==> src/rtl/max_pool_2x2.sv <==
// Streaming 2x2, stride-2 signed max-pool using a half-width line buffer.
// Optional: define MAXPOOL_ARGMAX_EN to add out_idx (window position of the winner).
module max_pool_2x2 #(
  parameter int DATA_WIDTH = 16,
  parameter int IMG_WIDTH  = 24,
  parameter int IMG_HEIGHT = 24
) (
  input  logic                  clk,
  input  logic                  rst,
  input  logic [DATA_WIDTH-1:0] in_data,
  input  logic                  in_valid,
  output logic                  in_ready,
  output logic [DATA_WIDTH-1:0] out_data,
  output logic                  out_valid,
  input  logic                  out_ready,
  output logic                  out_last
`ifdef MAXPOOL_ARGMAX_EN
  ,
  output logic [1:0]            out_idx
`endif
);

  localparam int LB_DEPTH = IMG_WIDTH / 2;
  localparam int COL_W    = (IMG_WIDTH > 1)  ? $clog2(IMG_WIDTH)  : 1;
  localparam int ROW_W    = (IMG_HEIGHT > 1) ? $clog2(IMG_HEIGHT) : 1;
  localparam int LB_AW    = (LB_DEPTH > 1)   ? $clog2(LB_DEPTH)   : 1;
  localparam logic [COL_W-1:0] COL_LAST = COL_W'(IMG_WIDTH - 1);
  localparam logic [ROW_W-1:0] ROW_LAST = ROW_W'(IMG_HEIGHT - 1);

  logic [COL_W-1:0]             r_col;
  logic [ROW_W-1:0]             r_row;
  logic signed [DATA_WIDTH-1:0] r_h_max;
  logic signed [DATA_WIDTH-1:0] r_linebuf [LB_DEPTH];
  logic [DATA_WIDTH-1:0]        r_out_data;
  logic                         r_out_valid;
  logic                         r_out_last;

  logic                         w_accept;
  logic                         w_col_odd;
  logic                         w_row_odd;
  logic                         w_col_end;
  logic                         w_row_end;
  logic                         w_top_write;
  logic                         w_win_done;
  logic [LB_AW-1:0]             w_lb_addr;
  logic signed [DATA_WIDTH-1:0] w_pix;
  logic signed [DATA_WIDTH-1:0] w_pair_max;
  logic signed [DATA_WIDTH-1:0] w_lb_rd;
  logic signed [DATA_WIDTH-1:0] w_win_max;
  logic                         w_pair_right;
  logic                         w_bot_wins;

  assign in_ready  = !r_out_valid || out_ready;
  assign w_accept  = in_valid && in_ready;

  assign w_col_odd = r_col[0];
  assign w_row_odd = r_row[0];
  assign w_col_end = (r_col == COL_LAST);
  assign w_row_end = (r_row == ROW_LAST);
  assign w_lb_addr = LB_AW'(r_col >> 1);

  assign w_top_write = w_accept && w_col_odd && !w_row_odd;
  assign w_win_done  = w_accept && w_col_odd && w_row_odd;

  // Strict greater-than everywhere: on a tie the earlier pixel in raster order wins.
  assign w_pix        = in_data;
  assign w_pair_right = (w_pix > r_h_max);
  assign w_pair_max   = w_pair_right ? w_pix : r_h_max;
  assign w_lb_rd      = r_linebuf[w_lb_addr];
  assign w_bot_wins   = (w_pair_max > w_lb_rd);
  assign w_win_max    = w_bot_wins ? w_pair_max : w_lb_rd;

  // NOTE: sequential state uses non-blocking (<=) so every register samples pre-edge values.
  always_ff @(posedge clk) begin
    if (rst) begin
      r_col   <= '0;
      r_row   <= '0;
      r_h_max <= '0;
    end else if (w_accept) begin
      if (!w_col_odd) begin
        r_h_max <= w_pix;
      end
      if (w_col_end) begin
        r_col <= '0;
        r_row <= w_row_end ? '0 : r_row + ROW_W'(1);
      end else begin
        r_col <= r_col + COL_W'(1);
      end
    end
  end

  // NOTE: the line buffer has no reset; each entry is written on a top row before the
  // bottom row reads it, and leaving reset off lets it map onto a RAM.
  always_ff @(posedge clk) begin
    if (w_top_write) begin
      r_linebuf[w_lb_addr] <= w_pair_max;
    end
  end

  always_ff @(posedge clk) begin
    if (rst) begin
      r_out_data  <= '0;
      r_out_valid <= 1'b0;
      r_out_last  <= 1'b0;
    end else if (w_win_done) begin
      r_out_data  <= w_win_max;
      r_out_valid <= 1'b1;
      r_out_last  <= w_col_end && w_row_end;
    end else if (out_ready) begin
      r_out_valid <= 1'b0;
    end
  end

  assign out_data  = r_out_data;
  assign out_valid = r_out_valid;
  assign out_last  = r_out_last;

`ifdef MAXPOOL_ARGMAX_EN
  // The h_max stage always starts on the left pixel, so its index is just the compare result.
  logic       r_lb_idx [LB_DEPTH];
  logic [1:0] r_out_idx;

  always_ff @(posedge clk) begin
    if (w_top_write) begin
      r_lb_idx[w_lb_addr] <= w_pair_right;
    end
  end

  always_ff @(posedge clk) begin
    if (rst) begin
      r_out_idx <= 2'd0;
    end else if (w_win_done) begin
      r_out_idx <= w_bot_wins ? {1'b1, w_pair_right} : {1'b0, r_lb_idx[w_lb_addr]};
    end
  end

  assign out_idx = r_out_idx;
`endif

endmodule

==> config.mk <==
export PLATFORM = sky130hd
export DESIGN_NAME = max_pool_2x2
export DESIGN_NICKNAME = d
export VERILOG_FILES = /design/src/rtl/max_pool_2x2.sv
export SDC_FILE = /design/constraint.sdc
export NUM_CORES = 1
export LEC_CHECK = 0
export ABC_AREA = 1
export ABC_CLOCK_PERIOD_IN_PS = 4450
export BUFFER_PORTS_ARGS = -buffer_cell sky130_fd_sc_hd__clkbuf_2
export CAP_MARGIN = 20
export CORE_ASPECT_RATIO = 0.75
export CORE_MARGIN = 5
export CORE_UTILIZATION = 38
export CTS_BUF_LIST = sky130_fd_sc_hd__clkbuf_4
export CTS_CLUSTER_DIAMETER = 80
export DETAILED_ROUTE_END_ITERATION = 8
export PLACE_DENSITY = 0.52
export SYNTH_ARGS = -nofsm -noshare
export SYNTH_HDL_FRONTEND = slang
export SYNTH_SLANG_ARGS = --single-unit
==> constraint.sdc <==
create_clock -name clk -period 4.45 [get_ports clk]
set_input_delay 0.445 -clock clk [delete_from_list [all_inputs] [get_ports clk]]
set_output_delay 0.445 -clock clk [all_outputs]
set_load 0.1 [all_outputs]
Word level (Yosys, flattened, before mapping)
Memories as Yosys holds them, arrays and structs flattened. A register that Yosys moved wholly into a read port is not among the register bits.
Cells that the tools add are included.
{"block": "totals", "reg_bits": 44, "ramBits": 192, "in_bits": 20, "out_inout_bits": 19, "elab_cells": 35, "memories": 1}
{"name": "r_linebuf", "words": 12, "width": 16, "read_ports": 1, "rd_ports_with_merged_regs": 1, "write_ports": 1, "line": "33", "source": "logic signed [DATA_WIDTH-1:0] r_linebuf [LB_DEPTH];"}
{"block": "classes", "add_sub_neg": 2, "order_cmp": 2, "eq_ne": 2, "muxes": 10, "bitwise_logic": 1, "reduce_logical": 11}
{"op": "16-bit greater-than comparator", "n": 2}
{"op": "16-bit two-way mux", "n": 2}
{"op": "5-bit by 1-bit adder with 5-bit output, second input constant", "n": 2}
{"op": "5-bit == test, second input constant", "n": 2}
{"op": "5-bit two-way mux", "n": 2}
{"op": "4-bit two-way mux", "n": 2}
{"op": "1-bit logical AND", "n": 5}
{"op": "1-bit two-way mux", "n": 4}
{"op": "2-bit AND reduction", "n": 2}
{"op": "1-bit zero test", "n": 2}
{"op": "2-bit nonzero test", "n": 1}
{"op": "1-bit logical OR", "n": 1}
{"op": "1-bit inverter", "n": 1}

Longest topological paths before layout
Gate-level depths: netlist of run 1.
{"block": "depth", "depth_word": 7, "ltp_mapped": 34, "ltp_nobuf": 32}

Worst setup path after synthesis of run 1
OpenSTA, ideal clock, no wires.
{"block": "synth_path", "path_type": "flip-flop to flip-flop", "startpoint": "register r_out_valid, in the netlist out_valid", "endpoint": "memory r_linebuf[6][0] (enable)", "setup_time_ns": 0.409, "arrival_time_ns": 3.511, "required_time_ns": 4.041, "slack_ns": 0.530, "stages_incl_launch_ff": 8, "n_path_buf": 0, "cell_sequence": "dfxtp_1 nand2_1 nand2_1 nor2_1 nand2_1 inv_1 nand2_1 nor3_1"}
{"block": "synth_between", "elab_chain_cells": 7}
{"element": "start: declaration", "line": "35", "source": "logic r_out_valid;"}
{"element": "start signal: assignment", "line": "103", "source": "r_out_valid <= 1'b0;"}
{"element": "start signal: assignment", "line": "107", "source": "r_out_valid <= 1'b1;"}
{"element": "start signal: assignment", "line": "110", "source": "r_out_valid <= 1'b0;"}
{"element": "1-bit zero test", "line": "53", "source": "assign in_ready = !r_out_valid || out_ready;"}
{"element": "1-bit logical OR", "line": "53"}
{"element": "via in_ready", "line": "12", "source": "output logic in_ready,"}
{"element": "1-bit logical AND", "line": "54", "source": "assign w_accept = in_valid && in_ready;"}
{"element": "1-bit logical AND (2 in series)", "line": "62", "source": "assign w_top_write = w_accept && w_col_odd && !w_row_odd;"}
{"element": "1-bit two-way mux", "line": "95", "source": "if (w_top_write) begin"}
{"element": "1-bit two-way mux (implied by the code)", "line": "96", "source": "r_linebuf[w_lb_addr] <= w_pair_max;"}
{"element": "end: declaration", "line": "33"}
The timed path passes the listed nets, and every way through them passes these cells.

Worst setup path after layout of run 1
{"block": "layout_path", "startpoint": "register r_h_max[3]", "endpoint": "register r_out_data[12], in the netlist out_data[12]"}
{"block": "layout_between", "elab_chain_cells": 4}
{"element": "start: declaration", "line": "32", "source": "logic signed [DATA_WIDTH-1:0] r_h_max;"}
{"element": "start signal: assignment", "line": "81", "source": "r_h_max <= w_pix;"}
{"element": "16-bit greater-than comparator", "line": "67", "source": "assign w_pair_right = (w_pix > r_h_max);"}
{"element": "16-bit two-way mux", "line": "68", "source": "assign w_pair_max = w_pair_right ? w_pix : r_h_max;"}
{"element": "via w_pair_max[13]", "line": "47", "source": "logic signed [DATA_WIDTH-1:0] w_pair_max;"}
{"element": "16-bit greater-than comparator", "line": "70", "source": "assign w_bot_wins = (w_pair_max > w_lb_rd);"}
{"element": "16-bit two-way mux", "line": "71", "source": "assign w_win_max = w_bot_wins ? w_pair_max : w_lb_rd;"}
{"element": "end signal: assignment", "line": "106", "source": "r_out_data <= w_win_max;"}
{"element": "end: declaration", "line": "34", "source": "logic [DATA_WIDTH-1:0] r_out_data;"}
The timed path passes the listed nets, and every way through them passes these cells.
A chain may end at the register's enable or synchronous reset.

==> impl_metrics.yaml, run 1 <==
run_status:
  status: "finished clean"
synthesis:
  syn-num-nets: 1036
  synth_edf_count: 192
  ys_ff_latch: 240
  syn-instance-count: 982
  yosysSeqAreaShare: 0.630
  synth_common_cells: "edfxtp_1, nand2_1, nor2_1"
  synth.top_cells.by_area: "edfxtp_1, dfxtp_1, o21ai_0"
  ys.flop_type: "edfxtp_1"
  synth_top_area_frac: 0.540
  synthArstFlopShare: 0
  yosysWarnings: 0
  synthesis.area_mm2: 0.0107
  synth_top_area_cell: "edfxtp_1"
  synth_area_per_cell_um2: 10.9
  yosysMostFrequentCell: "edfxtp_1"
  synth.distinct_cells: 39
grt:
  antenna_found_initial: 0
  use_met1: 0.248
  grt_pass1_wl_um: 40900
  track_usage: 0.163
  gr-usage-met3: 0.0354
  busiest_layer: "met1"
  first_global_vias: 7399
  grt_max_degree: 97
  grt_use_met2: 0.236
  grt.overflow.total: 0
final_layout:
  drive_gt1_frac: 0.203
  final_core_util: 0.438
  final_cell_area_mm2: 0.0122
  syn2layout_area_growth_pct: 14.2
  diodes: 0
  n_fill_cell: 2714
  nets: 1125
floorplan:
  die_h_um: 155
  std_cell_rows: 53
  dieArea_mm2: 0.0316
  die_w_um: 204
  io_pins: 39
  placeableCoreArea_mm2: 0.0279
  start_util: 0.384
timing:
  finalMaxSlewViolations: 0
  worst_slack_ns: 0.488
  slew_headroom: 0.487
  worst_pin_slew_ns: 0.769
  hold_viol: 0
  setup_tns_ns: 0
  fin_crit_sh: 0.890
  final-setup-viol-count: 0
  max_freq_mhz: 252
  grt_setup_unrepaired: "no"
  holdWs_ns: 0.0776
  fin_crit_ns: 3.96
  skew_ns: 0.0172
worst_setup_path:
  crit_required_ns: 5.05
  setup.worst_path.class: "reg -> reg"
  start_kind: "flop"
  arrival_ns: 4.56
  path_max_fanout: 17
  crit_start: "r_h_max[3]"
  worstSetupEndpointType: "flop"
  rr_startpoint: "r_h_max[3]"
routing:
  vias_per_cell: 5.09
  dr.pass1.iters: 5
  dr.first_iter.drc_count: 497
  wl_per_cell_um: 17.6
  remaining_drc_errors: 0
  wirelength_um: 25800
  ant_nets: 0
  vias: 7475
placement:
  dpl-instance-area_mm2: 0.0114
  dpl.hpwl_um: 16000
  gp_congestion: 0.817
  numPortBuffers: 38
  dp_slack_ns: 0.119
pwr:
  p_leak_nw: 4.61
  peakVddDrop_v: 0.000167
  powerDensity_mw_per_mm2: 421
clock_network:
  clock-sinks: 240
  insertion_delay_ns: 0.69
  cts.clk_slew.worst_paths_ns: 0.06
  htreeDepth: 2
  cts_tree: "done"
  cts_root_buf: "clkbuf_4"
  cts_buffers: 58
  max-clock-path-buffers: 3
worst_hold_path:
  hp-class: "in -> reg"
  hold_start: "out_ready"
run:
  drv_cap: 0
registers in the layout, indices dropped and copies added (netlist names), named ones only:
register   cells
r_h_max       16
out_last       1
out_valid      1
r_linebuf    192
out_data      16
r_row          5
r_col          5
worst max-delay path: stages (launching register included):
cell and delay [ns]:
dfxtp_1 0.39, inv_1 0.09, ha_1 0.29, nand2_1 0.09, inv_1 0.04, nand2_1 0.06, nand2_1 0.08, nand2_1 0.07
nand2_1 0.07, nand2_2 0.08, nand2_2 0.06, nand2_4 0.19, nand3_4 0.17, buf_4 0.19, nand2_4 0.05, nand2_1 0.06
ha_1 0.31, nand2_1 0.06, inv_1 0.03, nor2_1 0.10, o21bai_1 0.07, a21oi_1 0.24, nand3_1 0.14, nand3_2 0.23
clkinv_2 0.31, nand3_1 0.20, nand2_1 0.08, a21oi_1 0.12
cell families after synthesis:
kind of cell	Yosys count	synth area share
AOI/OAI and AO/OA	249	0.132
xor gates and xnor gates	1	0.000820
and+or+nand+nor	350	0.148
adders and majority gates	34	0.0398
DFF	240	0.630
buffers and inverters	108	0.0494
layer usage:
layer | share of wire | wire length, um
met5 | 0 | 0
met4 | 0.015 | 376
met3 | 0.042 | 1080
met2 | 0.42 | 10900
met1 | 0.52 | 13400
cell type report:
class / instances / area [um2] / share of cell area
flip-flops and latches: 240 / 6730 / 0.552
multi-input cells: 634 / 3470 / 0.285
clock buffers: 92 / 691 / 0.0566
repair buffers: 81 / 558 / 0.0458
well taps: 357 / 447 / 0.0366
inverters: 56 / 211 / 0.0173
clock inverters: 9 / 86.3 / 0.00708
through the flow:
| stage | total power [mW] | instances |
|---|---|---|
| finish | 5.14 | 1469 |
| global route | 5.42 | 1469 |
| floorplan | 3.05 | 982 |
| global placement | 3.26 | 1363 |
| detailed placement | 3.26 | 1363 |
| CTS | 5.19 | 1464 |
where the power goes:
part / total [mW] / internal, mW / leakage, nW / switching [mW]
Sequential: 2.54 / 2.52 / 2.14 / 0.0195
Clock: 1.91 / 1.04 / 0.463 / 0.872
Combinational: 0.688 / 0.221 / 2.02 / 0.467
Total: 5.14 / 3.78 / 4.61 / 1.36
final timing paths:
path / to / cells after the start / slack, ns
setup / recovery: out_data[12] / 27 / 0.49
hold / removal: out_valid / 4 / 0.08
setup reg to reg: out_data[12] / 27 / 0.49
hold reg to reg: out_data[8] / 2 / 0.46
cell usage in the layout (no fill, tap or decap), types with 2 or more instances in the layout:
cell type,count
ha_1,34
nor3_2,7
nor2_2,4
edfxtp_1,192
nor2_1,127
clkbuf_4,92
nand3_2,7
inv_2,2
o22ai_1,23
nor3_1,3
bufinv_16,2
nand3_1,25
clkbuf_2,38
o21ai_1,9
nand2_1,137
dfxtp_1,46
nand2_2,4
buf_12,2
dfxtp_2,2
a21oi_2,11
o211ai_1,10
inv_1,52
buf_4,40
nand4_1,21
o221ai_1,16
nand2_4,11
o21ai_0,119
clkinv_1,8
a21oi_1,56
repair_timing:
action | 4_1_cts | 5_1_grt
buffers inserted | 0 | 4
resized for setup | 0 | 1
hold buffers | 0 | 0
setup endpoints to repair | 0 | 16
No activity file was read; power rests on OpenSTA's default activity.
==> run 2: changes to the inputs <==
PLACE_DENSITY = not set   (was 0.52)
==> run 2 against run 1 <==
Against the previous run:
- flip-flop and latch count is the same
- clock skew increased by 0.015 ns
- core utilization is 0.13 points lower
- setup slack worse by 0.15 ns
- cell area down 0.31%
- non-clock buffer count decreased by 1
- highest routed layer unchanged
- critical path type unchanged
==> impl_metrics.yaml, run 2 (synthesized netlist as in run 1, its figures left out) <==
run_status:
  status: "finished clean"
clock_network:
  cts_resized: 0
  clock-sinks: 240
  max-clock-path-buffers: 3
  post-cts-setup-buffers: 0
  htreeDepth: 2
  cts_tree: "done"
  insertion_delay_ns: 0.67
  cts-hold-fix-buffers: 0
  cts.clk_slew.worst_paths_ns: 0.07
  cts_buffers: 56
  cts_root_buf: "clkbuf_4"
final_layout:
  diodes: 0
  mostFrequentLayoutCells: "edfxtp_1, nand2_1, nor2_1"
  final_common_cell: "edfxtp_1"
  largest_register: "r_linebuf"
  drive_gt1_frac: 0.199
  syn2layout_area_growth_pct: 13.8
  final_core_util: 0.436
  nets: 1122
  largest_register_ffs: 192
timing:
  hold_viol: 0
  max_freq_mhz: 243
  final-setup-viol-count: 0
  finalMaxSlewViolations: 0
  skew_ns: 0.0318
  slew_headroom: 0.364
  worst_pin_slew_ns: 0.952
  fin_crit_sh: 0.923
  fin_crit_ns: 4.11
  grt_setup_unrepaired: "no"
  setup_tns_ns: 0
worst_setup_path:
  cpPeakStageDelay_ns: 0.40
  reg2reg_depth: 19
  cp.buffers_inverters: 3
  arrival_ns: 4.63
  start_kind: "flop"
  crit_required_ns: 4.98
  path_max_fanout: 17
  rr_startpoint: "r_h_max[3]"
  cp_cell_sequence: "inv_1 > ha_1 > nand2_1 > nor2_1 > nand3_2 > nand4_1 > nand2_1 > ha_1 > nand2_1 > inv_1 > nand3_1 > nor3_1 > nand2_1 > nand3_1 > nand3_2 > inv_2 > nand3_1 > nand2_1 > a21oi_1"
  critPathTopFamily: "simple AND/OR/NAND/NOR gates"
  rrSetupSlack_ns: 0.34
  timing.rr.end: "out_data[8]"
  setup.worst_path.class: "reg -> reg"
  worstSetupEndpointType: "flop"
  path_common_cell: "nand2_1"
  cpMaxStageDelayCell: "nor3_1"
floorplan:
  io_pins: 39
  die_w_um: 204
  die_h_um: 155
  placeableCoreArea_mm2: 0.0279
  start_util: 0.384
  dieArea_mm2: 0.0316
  std_cell_rows: 53
worst_hold_path:
  whs_path_depth: 3
  hp-class: "in -> reg"
  holdPathEnd: "r_h_max[9]"
  hold_start: "in_data[9]"
routing:
  highest_layer: "met4"
  ant_nets: 0
  vias: 7635
  dr.pass1.iters: 5
  vias_per_cell: 5.20
  wl_met3_um: 1400
  wl_met2_um: 11200
  dr.first_iter.drc_count: 632
  wl_met1_um: 12600
  remaining_drc_errors: 0
  wl_per_cell_um: 17.3
  wirelength_um: 25400
pwr:
  powerDensity_mw_per_mm2: 415
  p_leak_nw: 4.59
  peakVddDrop_v: 0.000210
  finalPower_mw: 5.05
grt:
  antenna_found_initial: 0
  track_usage: 0.160
  grt.overflow.total: 0
  grt_pass1_wl_um: 40600
  grt_max_degree: 97
  first_global_vias: 7457
placement:
  gp_congestion: 0.834
  numPortBuffers: 38
  dpl.hpwl_um: 16400
run:
  drv_cap: 0
## run 2: cell types whose count changed in the layout (fill, tap and decap cells not counted)
cell	before	now
clkinv_2	1	4
clkbuf_4	92	84
inv_2	2	3
clkinv_1	8	13
buf_12	2	3
buf_16	1	0
buf_4	40	39
## run 2: how the worst max path moves through the flow
| stage | startpoint | to | slack (ns) | cells after the start |
|---|---|---|---|---|
| after floorplan | out_valid | r_linebuf[6][0] | 0.53 | 7 |
| after global placement | in_data[3] | out_data[12] | 0.35 | 21 |
| after detailed placement | in_data[15] | out_data[8] | 0.30 | 21 |
| after CTS | r_h_max[15] | out_data[8] | 0.40 | 21 |
| after global routing | r_h_max[3] | out_data[5] | 0.01 | 26 |
| final | r_h_max[3] | out_data[8] | 0.34 | 19 |
## run 2: power by group
group	internal (mW)	total, mW	switching, mW
combinational	0.213	0.682	0.469
clock	0.980	1.83	0.852
sequential	2.52	2.53	0.0168
total	3.71	5.05	1.34
## run 2: stage by stage
stage	hold WS, ns	cells	cell area [um2]	setup WS, ns
after CTS	0.0397	1469	12200	0.404
after global routing	0.0419	1469	12200	0.0106
after floorplan	0.448	982	10700	0.530
after global placement	0.459	1367	11400	0.347
final	0.0947	1469	12200	0.343
after detailed placement	0.457	1367	11400	0.298
## run 2: metal layers
metal / up-vias / global-route usage
met5: - / 0
met4: 0 / 0.0321
met3: 26 / 0.0348
met2: 211 / 0.234
met1: 3679 / 0.246
li1: 3719 / -
## run 2: worst reg2reg max path, stage by stage, from the launching register on
cell     delay, ns
dfxtp_1       0.38
inv_1         0.08
ha_1          0.29
nand2_1       0.08
nor2_1        0.31
nand3_2       0.39
nand4_1       0.29
nand2_1       0.13
ha_1          0.32
nand2_1       0.08
inv_1         0.08
nand3_1       0.06
nor3_1        0.40
nand2_1       0.14
nand3_1       0.11
nand3_2       0.20
inv_2         0.36
nand3_1       0.15
nand2_1       0.08
a21oi_1       0.06
## run 2: cell type report
type	count	area, um2
Clock inverter	18	125
Clock buffer	84	631
Fill cell	2656	15700
Inverter	56	210
Timing Repair Buffer	80	543
Multi-Input combinational cell	634	3470
Sequential cell	240	6730
Tap cell	357	447
